===== config.mk =====
export PLATFORM = sky130hd
export DESIGN_NAME = ahb_master_arbiter
export DESIGN_NICKNAME = d
export VERILOG_FILES = /design/src/rtl/ahb_master_arbiter.sv
export SDC_FILE = /design/constraint.sdc
export NUM_CORES = 1
export LEC_CHECK = 0
export ABC_AREA = 1
export CORE_AREA = 2 2 124 126
export CTS_CLUSTER_SIZE = 12
export DETAILED_ROUTE_END_ITERATION = 10
export DIE_AREA = 0 0 126 128
export HOLD_SLACK_MARGIN = 0.06
export PLACE_DENSITY = 0.81
export SYNTH_ARGS = -nofsm -noshare
export SYNTH_HDL_FRONTEND = slang
export SYNTH_SLANG_ARGS = --single-unit

===== constraint.sdc =====
create_clock -name HCLK -period 7.22 [get_ports HCLK]
set_input_delay 2.166 -clock HCLK [delete_from_list [all_inputs] [get_ports HCLK]]
set_output_delay 2.166 -clock HCLK [all_outputs]
set_load 0.02 [all_outputs]

===== src/rtl/ahb_master_arbiter.sv =====
// Two-master (instruction/data) to one-slave AHB-Lite arbiter. A master that loses
// arbitration has its address phase parked in a holding register and is stalled
// through HREADY until the held transfer is replayed to the slave.
module ahb_master_arbiter #(
  parameter int FIXED_PRIO = 0,
  parameter int ADDR_WIDTH = 32,
  parameter int DATA_WIDTH = 32
) (
  input  logic                  HCLK,
  input  logic                  HRESETn,
  // master 0: instruction port
  input  logic [ADDR_WIDTH-1:0] M0_HADDR,
  input  logic [1:0]            M0_HTRANS,
  input  logic                  M0_HWRITE,
  input  logic                  M0_HMASTLOCK,
  input  logic [2:0]            M0_HSIZE,
  input  logic [DATA_WIDTH-1:0] M0_HWDATA,
  output logic [DATA_WIDTH-1:0] M0_HRDATA,
  output logic                  M0_HREADY,
  output logic                  M0_HRESP,
  // master 1: data port
  input  logic [ADDR_WIDTH-1:0] M1_HADDR,
  input  logic [1:0]            M1_HTRANS,
  input  logic                  M1_HWRITE,
  input  logic                  M1_HMASTLOCK,
  input  logic [2:0]            M1_HSIZE,
  input  logic [DATA_WIDTH-1:0] M1_HWDATA,
  output logic [DATA_WIDTH-1:0] M1_HRDATA,
  output logic                  M1_HREADY,
  output logic                  M1_HRESP,
  // shared slave
  output logic                  S_HSEL,
  output logic [ADDR_WIDTH-1:0] S_HADDR,
  output logic [1:0]            S_HTRANS,
  output logic                  S_HWRITE,
  output logic [2:0]            S_HSIZE,
  output logic                  S_HMASTLOCK,
  output logic [DATA_WIDTH-1:0] S_HWDATA,
  input  logic [DATA_WIDTH-1:0] S_HRDATA,
  input  logic                  S_HREADYOUT,
  input  logic                  S_HRESP,
  output logic                  S_HREADY
);

  localparam logic [1:0] HTRANS_IDLE   = 2'b00;
  localparam logic [1:0] HTRANS_NONSEQ = 2'b10;

  typedef enum logic [1:0] {DP_IDLE, DP_OWN_M0, DP_OWN_M1} dp_state_t;

  typedef struct packed {
    logic [ADDR_WIDTH-1:0] addr;
    logic                  write;
    logic [2:0]            size;
    logic                  lock;
  } xfer_t;

  xfer_t     live [2];
  xfer_t     hold_q [2];
  logic [1:0] pend_q;
  logic [1:0] hready;
  logic [1:0] live_req;
  logic [1:0] req;
  logic [1:0] grant_vec;
  logic [1:0] capture;
  logic       grant_valid;
  logic       winner;
  xfer_t      sel_xfer;
  logic       last_grant;
  logic       lock_q;
  logic       lock_owner;
  dp_state_t  dp_state;
  dp_state_t  dp_next;

  assign live[0] = '{addr: M0_HADDR, write: M0_HWRITE, size: M0_HSIZE, lock: M0_HMASTLOCK};
  assign live[1] = '{addr: M1_HADDR, write: M1_HWRITE, size: M1_HSIZE, lock: M1_HMASTLOCK};

  // A master stalled on a parked transfer must not have its next address counted.
  assign hready[0] = (dp_state == DP_OWN_M0) ? S_HREADYOUT : !pend_q[0];
  assign hready[1] = (dp_state == DP_OWN_M1) ? S_HREADYOUT : !pend_q[1];

  assign live_req = {M1_HTRANS[1] & hready[1], M0_HTRANS[1] & hready[0]};
  assign req      = live_req | pend_q;

  // Gating with HRESETn keeps the slave idle while reset is held.
  always_comb begin
    grant_valid = HRESETn && S_HREADYOUT && (req != 2'b00);
    if (lock_q && req[lock_owner])
      winner = lock_owner;
    else if (req == 2'b11)
      winner = (FIXED_PRIO != 0) ? 1'b1 : !last_grant;
    else
      winner = req[1];
    sel_xfer  = pend_q[winner] ? hold_q[winner] : live[winner];
    grant_vec = grant_valid ? (winner ? 2'b10 : 2'b01) : 2'b00;
    capture   = live_req & ~grant_vec;
  end

  always_ff @(posedge HCLK or negedge HRESETn) begin
    if (!HRESETn) begin
      pend_q     <= 2'b00;
      lock_q     <= 1'b0;
      lock_owner <= 1'b0;
      last_grant <= 1'b1;
    end else begin
      pend_q <= (pend_q & ~grant_vec) | capture;
      if (grant_valid) begin
        lock_q     <= sel_xfer.lock;
        lock_owner <= winner;
        if (req == 2'b11)
          last_grant <= winner;
      end else if (S_HREADYOUT) begin
        lock_q <= 1'b0;
      end
    end
  end

  // NOTE: the holding registers are pure datapath qualified by pend_q, so they carry no reset.
  always_ff @(posedge HCLK) begin
    if (capture[0]) hold_q[0] <= live[0];
    if (capture[1]) hold_q[1] <= live[1];
  end

  always_ff @(posedge HCLK or negedge HRESETn) begin
    if (!HRESETn) dp_state <= DP_IDLE;
    else          dp_state <= dp_next;
  end

  always_comb begin
    dp_next = dp_state;
    if (S_HREADYOUT) begin
      if (!grant_valid)  dp_next = DP_IDLE;
      else if (winner)   dp_next = DP_OWN_M1;
      else               dp_next = DP_OWN_M0;
    end
  end

  assign S_HSEL      = grant_valid;
  assign S_HTRANS    = grant_valid ? HTRANS_NONSEQ : HTRANS_IDLE;
  assign S_HADDR     = sel_xfer.addr;
  assign S_HWRITE    = sel_xfer.write;
  assign S_HSIZE     = sel_xfer.size;
  assign S_HMASTLOCK = grant_valid & sel_xfer.lock;
  assign S_HWDATA    = (dp_state == DP_OWN_M1) ? M1_HWDATA : M0_HWDATA;
  assign S_HREADY    = S_HREADYOUT;

  assign M0_HRDATA = S_HRDATA;
  assign M1_HRDATA = S_HRDATA;
  assign M0_HREADY = hready[0];
  assign M1_HREADY = hready[1];
  assign M0_HRESP  = (dp_state == DP_OWN_M0) & S_HRESP;
  assign M1_HRESP  = (dp_state == DP_OWN_M1) & S_HRESP;

  // SEQ is forwarded as NONSEQ, so HTRANS[0] carries no information here.
  logic unused_htrans;
  assign unused_htrans = M0_HTRANS[0] ^ M1_HTRANS[0];

endmodule


Word level (Yosys, flattened, before mapping)
Memories as Yosys holds them, arrays and structs flattened.
Index checks and enable logic that the tools add are counted.
Storage, ports and cells
  register bits: 7
  RAM bits: 74
  word-level logic and storage cells: 54
  memories: 1
  output and inout bits: 141
Cells by class
  magnitude comparators: 3
  reductions and logical operators: 9
  muxes and demuxes: 22
  equality and inequality tests: 3
  bitwise operators: 11
Memories
  hold_q: words 2, width 37, rd ports 1, clocked after memory_dff 0, write ports 2, RTL line 58  | xfer_t hold_q [2];
Operator list (count)
  37-bit 2-to-1 mux: 4
  32-bit 2-to-1 mux: 1
  1-bit 2-to-1 mux: 14
  2-bit 2-to-1 mux: 3
  1-bit bitwise AND: 5
  2-bit bitwise AND: 2
  2-bit equality test (second input constant): 2
  1-bit by 2-bit less-than comparator with 1-bit output (second input constant): 2
  2-bit bitwise OR: 2
  2-bit nonzero test: 2
  1-bit logical AND: 3
  1-bit zero test: 3
  2-bit by 1-bit equality test with 1-bit output (second input constant): 1
  2-bit greater-or-equal comparator (second input constant): 1
  1-bit inverter with 2-bit output: 1
  2-bit inverter: 1
  2-bit AND reduction: 1

Depth between registers and ports, before layout
  word-level depth: 14
  gate-level depth with buffers: 15
  gate-level depth less buffers: 14

Worst setup path before layout
No wires, ideal clock.
  path kind: input port to output port
  start point: input port S_HREADYOUT
  end point: output port S_HMASTLOCK
  setup slack: 1.736 ns
  buffers on the path: 0
  cell stages on the path: 10
  arrival time: 3.318 ns
  cells stage by stage: inv_1 -> nand3_1 -> nand2_1 -> inv_2 -> nand2_2 -> nand2_2 -> inv_1 -> a21oi_2 -> nand2_1 -> inv_1
On the way
  elaborated cells between the ends (all ways): 23
  those cells by class: 1 x eq/ne; 12 x mux; 5 x bitwise; 4 x reduce/logical; 1 x memory
RTL lines
  start, declared: RTL line 40  | input logic S_HREADYOUT,
  1-bit 2-to-1 mux: RTL line 79  | assign hready[1] = (dp_state == DP_OWN_M1) ? S_HREADYOUT : !pend_q[1];
  net M1_HREADY: RTL line 29  | output logic M1_HREADY,
  1-bit bitwise AND: RTL line 81  | assign live_req = {M1_HTRANS[1] & hready[1], M0_HTRANS[1] & hready[0]};
  2-bit bitwise OR: RTL line 82  | assign req = live_req | pend_q;
  2-bit nonzero test: RTL line 86  | grant_valid = HRESETn && S_HREADYOUT && (req != 2'b00);
  1-bit logical AND: RTL line 86
  net S_HSEL: RTL line 32  | output logic S_HSEL,
  1-bit bitwise AND: RTL line 142  | assign S_HMASTLOCK = grant_valid & sel_xfer.lock;
  end, declared: RTL line 37  | output logic S_HMASTLOCK,
The timed path passes the listed nets, and every way through them passes these cells. The select of a mux whose other input is x is not followed.

Final worst setup path
  start point: input port S_HREADYOUT
  end point: output port S_HADDR[6]
On the way
  longest elaborated chain between the ends: 12
  elaborated cells between the ends (all ways): 19
  those cells by class: 1 x eq/ne; 12 x mux; 4 x bitwise; 1 x reduce/logical; 1 x memory
RTL lines
  1-bit 2-to-1 mux (on tied branches): RTL line 78, 79
  1-bit bitwise AND: RTL line 81
  2-bit bitwise OR *: RTL line 82
  1-bit 2-to-1 mux (not written as such) (2 in series): RTL line 87  | if (lock_q && req[lock_owner])
  1-bit logical AND: RTL line 87
  1-bit 2-to-1 mux *: RTL line 87
  1-bit inverter with 2-bit output (not written as such): RTL line 93  | sel_xfer = pend_q[winner] ? hold_q[winner] : live[winner];
  37-bit 2-to-1 mux (not written as such) (3 in series): RTL line 93
  37-bit 2-to-1 mux *: RTL line 93
  end, declared: RTL line 33  | output logic [ADDR_WIDTH-1:0] S_HADDR,
Every way passes the cells marked *; elsewhere a longest branch is shown, timed or not. The select of a mux whose other input is x is not followed.

==> flow_summary.json <==
{
  "maxCapViolCount": 0,
  "synth_cell_types": 23,
  "grt_pass1_wl_um": 20600,
  "finalCriticalPeriod_ps": 6920,
  "hold-path-cell-count": 2,
  "start_util_pct": 32.7,
  "yosys-top-cells-count": "204 x nand2_1, 74 x edfxtp_1, 71 x buf_4",
  "worst_path_max_delay_cell": "clkdlybuf4s50_1",
  "synth_edf_count": 74,
  "cts_made_buffers": 9,
  "ir_drop_uv": 312,
  "path_cells": "clkdlybuf4s50_1 > inv_1 > nand3_1 > nand3_1 > nand2_1 > nand2_2 > nand2_4 > nand2_2 > nand2_4 > buf_4 > o21a_1 > clkdlybuf4s50_1",
  "drtIter0Drc": 151,
  "p_per_area_nw_per_um2": 511,
  "ios": 319,
  "cts_root_buffer": "clkbuf_16",
  "yosys.area.top_type": "edfxtp_1",
  "routed_wl_um": 13500,
  "rows": 45,
  "end_kind": "output port",
  "drive_gt1_share_pct": 10.9,
  "n_fill_cell": 1414,
  "status": "complete, no violations",
  "routedWlPerCell_um": 15.5,
  "worst-r2r-cell-count": 14,
  "avgSynthCellArea_um2": 9.26,
  "fin_crit_sh_pct": 95.9,
  "timing.rr.start": "dp_state[0]",
  "setup-tns-final_ps": 0,
  "drt-vias-per-instance": 4.49,
  "via_count": 3894,
  "r2r_slack_ps": 4030,
  "hold_viol_final": 0,
  "cp_max_fo": 28,
  "holdPathEnd": "last_grant",
  "clkTransAtPathRegs_ps": 60,
  "clock_sink_count": 81,
  "slowest_delay_ps": 590,
  "cts_tree": "built",
  "worstPathRequired_ps": 5050,
  "antenna_found_initial": 0,
  "htree_levels": 3,
  "ys_ff_latch": 81,
  "worstPathArrival_ps": 4760,
  "antenna_left": 0,
  "overflow": 0,
  "tightest_slew_ps": 786,
  "fin_skew_ps": 6.29,
  "io_buffer_count": 219,
  "p_leak_uw": 0.00279,
  "dp_hpwl_um": 10000,
  "seq_area_frac_synth_pct": 49.4,
  "max_freq_mhz": 144,
  "synth_fp_nets": 702,
  "hold_path.class": "reg2reg",
  "synthCells": 524,
  "die_area_um2": 16100,
  "die_y_um": 128,
  "post_dp_cell_area_um2": 6750,
  "nNetsFinal": 852,
  "synth.most_common_cell": "nand2_1",
  "post_cts_buffers": 0,
  "clk_latency_ps": 340,
  "hold_ws_ps": 507,
  "worstReg2RegEnd": "hold_q[1][15]",
  "n_antenna_cell": 0,
  "path_class": "in2out",
  "critPathLaunchType": "primary input",
  "drcViolationCount": 0,
  "netlist_top_cells_area": "edfxtp_1 46%, nand2_1 16%, buf_4 11%, mux2_2 7.4%, o21a_1 5.6%",
  "synth_area_um2": 4850,
  "die_width_um": 126,
  "drt-pass1-iter-count": 4,
  "slew_headroom_pct": 47.4,
  "finalSetupViolCount": 0,
  "syn_to_final_growth_pct": 45.3,
  "synth_top_flop_cell": "edfxtp_1",
  "post_cts_resized": 0,
  "cts_buffer_depth": 2,
  "rsz0062_at_grt": "no",
  "coreArea_um2": 14900,
  "grt_max_degree": 35,
  "grt_usage_pct": 16.4,
  "worstHoldStart": "last_grant",
  "async_flop_share_pct": 8.64,
  "cts_hold_buf": 0,
  "grt_pass1_vias": 3835,
  "yosysWarningCount": 0,
  "fin_area_um2": 7050,
  "fin_total_pwr_uw": 3610,
  "synth_top_area_share_pct": 45.8,
  "slew_viol_final": 0,
  "gp_congestion": 0.811
}
==> per-stage QoR <==
step / setup slack, ps / util (%) / instances
2_1_floorplan: 1740 / - / 524
3_3_place_gp: 308 / 45.4 / 851
3_5_place_dp: 292 / 45.4 / 851
4_1_cts: 275 / 47.4 / 867
5_1_grt: 48.5 / 47.4 / 867
6_report: 296 / 47.4 / 867
==> sequential cells by signal, indices dropped and copies added (netlist names) <==
name,count
lock_owner,1
lock_q,1
dp_state,2
hold_q,74
last_grant,1
pend_q,2
==> metal layers <==
metal	vias to the layer above	GRT usage, %	share of wire, %
li1	1967	-	-
met1	1778	20.3	43
met2	105	27.3	50
met3	44	3.46	4.4
met4	0	7.82	3.3
met5	-	0	0
==> worst max-delay path, delay by kind of cell <==
kind            cells  cell delay (ps)
compound gates      1              150
buf+inv             4             1400
simple gates        7             1020
==> cells in the final DEF, fill, tap and decap left out, drive strengths merged <==
master	instances
dfstp	1
o22ai	1
clkbuf	9
nor2	4
clkinv	3
dfrtp	6
inv	18
edfxtp	74
conb	1
o21a	36
a21oi	2
mux2	32
nor3	1
bufinv	1
clkdlybuf4s50	219
o21ai	4
nand3	42
nand2	211
clkinvlp	2
buf	12
==> how the worst max path moves through the flow <==
stage,startpoint,to,slack [ps],cells past startpoint
2_1_floorplan,S_HREADYOUT,S_HMASTLOCK,1740,10
3_3_place_gp,S_HREADYOUT,S_HADDR[6],310,12
3_5_place_dp,S_HREADYOUT,S_HADDR[6],290,13
4_1_cts,S_HREADYOUT,S_HADDR[6],280,13
5_1_grt,S_HREADYOUT,S_HSIZE[2],50,13
6_report,S_HREADYOUT,S_HADDR[6],300,12
==> power by group <==
| group | total [uW] | leakage, uW | internal [uW] | switching, uW |
|---|---|---|---|---|
| registers | 701 | 0.000774 | 666 | 35.1 |
| logic | 2450 | 0.00187 | 1080 | 1360 |
| clock network | 458 | 0.000142 | 270 | 188 |
==> kinds of logic (layout without fill, tap and decap cells) <==
| family | after synthesis | in the layout | share of synthesized area, % |
|---|---|---|---|
| compound gates | 43 | 43 | 6.39 |
| simple gates | 258 | 258 | 21.6 |
| mux | 32 | 32 | 7.42 |
| buf+inv | 109 | 264 | 15.1 |
| flops | 81 | 81 | 49.4 |
| other cells | 1 | 1 | 0.0772 |
==> cell type report <==
type	count	area (um^2)	share of cell area [%]
Clock buffer	9	225	3.19
Multi-Input combinational cell	334	1730	24.6
Inverter	17	66.3	0.940
Tap cell	188	235	3.34
Clock inverter	7	76.3	1.08
Sequential cell	81	2400	34.0
Timing Repair Buffer	231	2320	32.9
Note: power is estimated with default switching activity, not from simulation.
